File: src/rtl/rr_mux_arbiter.sv
// Round-robin N:1 arbiter driving a shared data mux into a one-deep registered output stage.
// Define ARB_HOLD_EN to add req_last and lock arbitration to one requester for multi-beat bursts.
module rr_mux_arbiter #(
  parameter int LENGTH   = 1,
  parameter int N        = 2,
  parameter int SEL_BITS = $clog2(N)
) (
  input  logic                     clk,
  input  logic                     reset,
  input  logic [N-1:0]             req,
  input  logic [N-1:0][LENGTH-1:0] p,
`ifdef ARB_HOLD_EN
  input  logic [N-1:0]             req_last,
`endif
  output logic [N-1:0]             grant,
  output logic [SEL_BITS-1:0]      sel,
  output logic                     q_valid,
  input  logic                     q_ready,
  output logic [LENGTH-1:0]        q
);

  // state | meaning
  // EMPTY | output stage holds no beat; any request loads it
  // FULL  | q holds a beat; reload only when downstream drains it
  typedef enum logic {
    EMPTY = 1'b0,
    FULL  = 1'b1
  } state_t;

  localparam logic [SEL_BITS:0] N_EXT = (SEL_BITS+1)'(N);

  state_t              state_q, state_d;
  logic [SEL_BITS-1:0] ptr_q, ptr_d;
  logic [SEL_BITS-1:0] sel_q, sel_d;
  logic [LENGTH-1:0]   data_q, data_d;
  logic [SEL_BITS-1:0] winner, winner_inc;
  logic [N-1:0]        req_eff;
  logic                any_req, load;

`ifdef ARB_HOLD_EN
  logic                lock_q, lock_d;
  logic [SEL_BITS-1:0] lock_idx_q, lock_idx_d;

  // While locked, only the burst owner is visible to the arbiter.
  always_comb begin
    req_eff = req;
    if (lock_q) req_eff = req & (N'(1) << lock_idx_q);
  end
`else
  assign req_eff = req;
`endif

  always_comb begin : pick
    logic [SEL_BITS:0] idx;
    logic              found;
    winner = '0;
    found  = 1'b0;
    idx    = '0;
    for (int k = 0; k < N; k++) begin
      idx = {1'b0, ptr_q} + (SEL_BITS+1)'(k);
      if (idx >= N_EXT) idx = idx - N_EXT;
      if (!found && req_eff[idx[SEL_BITS-1:0]]) begin
        found  = 1'b1;
        winner = idx[SEL_BITS-1:0];
      end
    end
  end

  assign winner_inc = (winner == SEL_BITS'(N-1)) ? '0 : winner + SEL_BITS'(1);
  assign any_req    = |req_eff;
  assign load       = any_req & ((state_q == EMPTY) | q_ready);

  always_comb begin
    grant = '0;
    for (int i = 0; i < N; i++) grant[i] = load && (winner == SEL_BITS'(i));
  end

  always_comb begin
    state_d = state_q;
    data_d  = data_q;
    sel_d   = sel_q;
    ptr_d   = ptr_q;
`ifdef ARB_HOLD_EN
    lock_d     = lock_q;
    lock_idx_d = lock_idx_q;
`endif
    case (state_q)
      EMPTY:   if (load) state_d = FULL;
      FULL:    if (q_ready && !any_req) state_d = EMPTY;
      default: state_d = EMPTY;
    endcase
    if (load) begin
      data_d = p[winner];
      sel_d  = winner;
`ifdef ARB_HOLD_EN
      if (req_last[winner]) begin
        ptr_d  = winner_inc;
        lock_d = 1'b0;
      end else begin
        lock_d     = 1'b1;
        lock_idx_d = winner;
      end
`else
      ptr_d = winner_inc;
`endif
    end
  end

  always_ff @(posedge clk or posedge reset) begin
    if (reset) begin
      state_q <= EMPTY;
      data_q  <= '0;
      sel_q   <= '0;
      ptr_q   <= '0;
`ifdef ARB_HOLD_EN
      lock_q     <= 1'b0;
      lock_idx_q <= '0;
`endif
    end else begin
      state_q <= state_d;
      data_q  <= data_d;
      sel_q   <= sel_d;
      ptr_q   <= ptr_d;
`ifdef ARB_HOLD_EN
      lock_q     <= lock_d;
      lock_idx_q <= lock_idx_d;
`endif
    end
  end

  assign q_valid = (state_q == FULL);
  assign q       = data_q;
  assign sel     = sel_q;

endmodule

File: config.mk
export PLATFORM = sky130hd
export DESIGN_NAME = rr_mux_arbiter
export DESIGN_NICKNAME = d
export VERILOG_FILES = /design/src/rtl/rr_mux_arbiter.sv
export SDC_FILE = /design/constraint.sdc
export NUM_CORES = 1
export LEC_CHECK = 0
export CORE_AREA = 4 4 41 43
export DETAILED_ROUTE_END_ITERATION = 6
export DIE_AREA = 0 0 45 47
export GPL_TIMING_DRIVEN = 0
export MAX_ROUTING_LAYER = met4
export SYNTH_ARGS = -nofsm -noshare
export SYNTH_HDL_FRONTEND = slang
export SYNTH_SLANG_ARGS = --single-unit
export TNS_END_PERCENT = 100
File: constraint.sdc
create_clock -name clk -period 1.6 [get_ports clk]
set_input_delay 0.24 -clock clk [delete_from_list [all_inputs] [get_ports clk]]
set_output_delay 0.24 -clock clk [all_outputs]
set_load 0.05 [all_outputs]
==> results_dict.tcl <==
set metrics [dict create \
    routed_via_density 3.91 \
    dr_wl_met3_um 94 \
    critPathLaunchType "input port" \
    skew_ns 0.00209 \
    hold_class "in2async" \
    cts_hold_buf 0 \
    grt_pass1_vias 193 \
    path_cells "clkdlybuf4s50_1, nand2b_4, and3_4, buf_2" \
    status "finished, final reports clean" \
    drtIter0Drc 2 \
    met1Wirelength_um 237 \
    slew-limit-headroom_pct 67.5 \
    overflow 0 \
    cellLeakagePower_nw 0.161 \
    drc_errors 0 \
    avgSynthCellArea_um2 11.4 \
    numPortBuffers 11 \
    synth_nets 24 \
    power.density_mw_per_mm2 1080 \
    antenna_found_initial 0 \
    root_buffer "clkbuf_4" \
    dp.cells 43 \
    area_growth_pct 71.0 \
    ys_seq_area_share_pct 51.6 \
    synth_seq_cells 4 \
    rsz0062_at_grt "no" \
    yosysTopAreaCell "dfrtp_1" \
    grt_max_degree 6 \
    clk_path_buf_depth 2 \
    numClockSinks 4 \
    final.period_utilization_pct 94.7 \
    synthTopCellsByArea "dfrtp_1 (52%), a21o_2 (9.0%), nand2b_4 (7.1%), and3_4 (5.8%), a221o_1 (5.2%)" \
    clk_pin_slew_worst_paths_ns 0.04 \
    dieArea_mm2 0.00212 \
    routed.top_layer "met4" \
    cp_max_fo 5 \
    yosysWarnings 0 \
    finalSetupViolCount 0 \
    crit_required_ns 1.36 \
    dieHeight_um 47 \
    crit_type "in2out" \
    fmax_ghz 0.660 \
    num_rows 13 \
    cts_resized 13 \
    postSynthCellCount 17 \
    synth_top_area_share_pct 51.6 \
    drv_cap 0 \
    ios 12 \
    crit_buf_inv 2 \
    post-dp-hpwl_um 380 \
    critPathArrivalTime_ns 1.28 \
    numCtsBuffers 3 \
    mostFrequentLayoutCells "clkdlybuf4s50_1 (6), dfrtp_1 (4), clkbuf_4 (3), dlygate4sd2_1 (3)" \
    period_needed_ns 1.52 \
    final_common_cell "clkdlybuf4s50_1" \
    end_kind "output pin" \
    cp_slowest_cell "clkdlybuf4s50_1" \
    instances_no_fill 46 \
    postLayoutCoreUtil_pct 25.5 \
    synth_area_um2 194 \
    die_w_um 45 \
    drt_wl_total_um 485 \
    worst_pin_slew_ns 0.490 \
    antenna_cells 0 \
    fin_hold_ws_ns 0.197 \
    final_max_slew_viol_count 0 \
    cts_tree "yes" \
    gp_congestion 0.778 \
    track_usage_pct 6.22 \
    fillers 159 \
    antenna_left 0 \
    htree_levels 1 \
    drive_gt1_share_pct 29.0 \
    cpPeakStageDelay_ns 0.45 \
    synthDistinctLibCells 12 \
    post_cts_buffers 0 \
    max-vdd-ir-drop_mv 0.272 \
    wire_per_inst_um 10.5 \
    nNetsFinal 40 \
    dr_wl_met2_um 143 \
    start_util_pct 14.9 \
    vias 180 \
    grt_pass1_wl_um 772 \
    drtPass1Iterations 2 \
    cpLargestDelayFamily "buffers and inverters" \
    core-area_mm2 0.00130 \
    hold_viol 0 \
    clk_latency_ns 0.23 \
]
[kinds of logic after synthesis]
family                 count (synthesis)  share of synthesized area (%)
AOI/OAI and AO/OA                      4                           16.8
buffers and inverters                  1                           1.93
and+or+nand+nor                        8                           29.7
DFF                                    4                           51.6
[layer usage]
metal / vias to the layer above / track usage (%)
met2: 14 / 6.21
met3: 2 / 6.13
met5: - / -
met4: 0 / 5.26
li1: 90 / -
met1: 74 / 6.67
[where the power goes]
part | leakage, nW | internal [mW] | switching, mW
Clock | 0.0138 | 0.0838 | 0.0400
Combinational | 0.101 | 0.0425 | 0.0684
Sequential | 0.0464 | 0.115 | 0.00791
[registers in the layout, indices dropped and copies added (netlist names)]
register  cells
ptr_q         1
q             1
q_valid       1
sel           1
[worst paths after layout]
kind,slack [ns],cells past startpoint,endpoint,startpoint
setup / recovery,0.08,4,grant[1],q_ready
hold / removal,0.20,2,q$_DFFE_PP0P_,reset
setup reg to reg,0.43,3,q$_DFFE_PP0P_,ptr_q$_DFFE_PP0P_
hold reg to reg,0.48,1,sel$_DFFE_PP0P_,sel$_DFFE_PP0P_
max in group asynchronous,1.25,2,ptr_q$_DFFE_PP0P_,reset
min in group clk,0.48,1,sel$_DFFE_PP0P_,sel$_DFFE_PP0P_
[through the flow]
step / setup TNS, ns / power [mW] / setup slack [ns] / instance area, um^2
3_5_place_dp: -0.910 / 0.246 / -0.461 / 323
3_3_place_gp: -0.911 / 0.245 / -0.456 / 323
6_report: 0 / 0.357 / 0.0845 / 332
4_1_cts: 0 / 0.368 / 0.0819 / 332
5_1_grt: 0 / 0.384 / 0.0124 / 332
2_1_floorplan: 0 / 0.198 / 0.132 / 194
[cell usage after synthesis (all sizes together)]
cell	count
dfrtp	4
a221o	1
and4	1
nand2	2
inv	1
nor2	1
nand2b	2
a21o	2
and3	2
o21ai	1
[area by class of cell]
type	count	area [um^2]	area share (%)
flip-flops and latches	4	100	30.2
repair buffers	11	96.3	29.1
multi-input cells	12	90.1	27.2
clock buffers	3	22.5	6.79
well taps	15	18.8	5.66
inverters	1	3.75	1.13
Note: power is estimated with default switching activity, not from simulation.
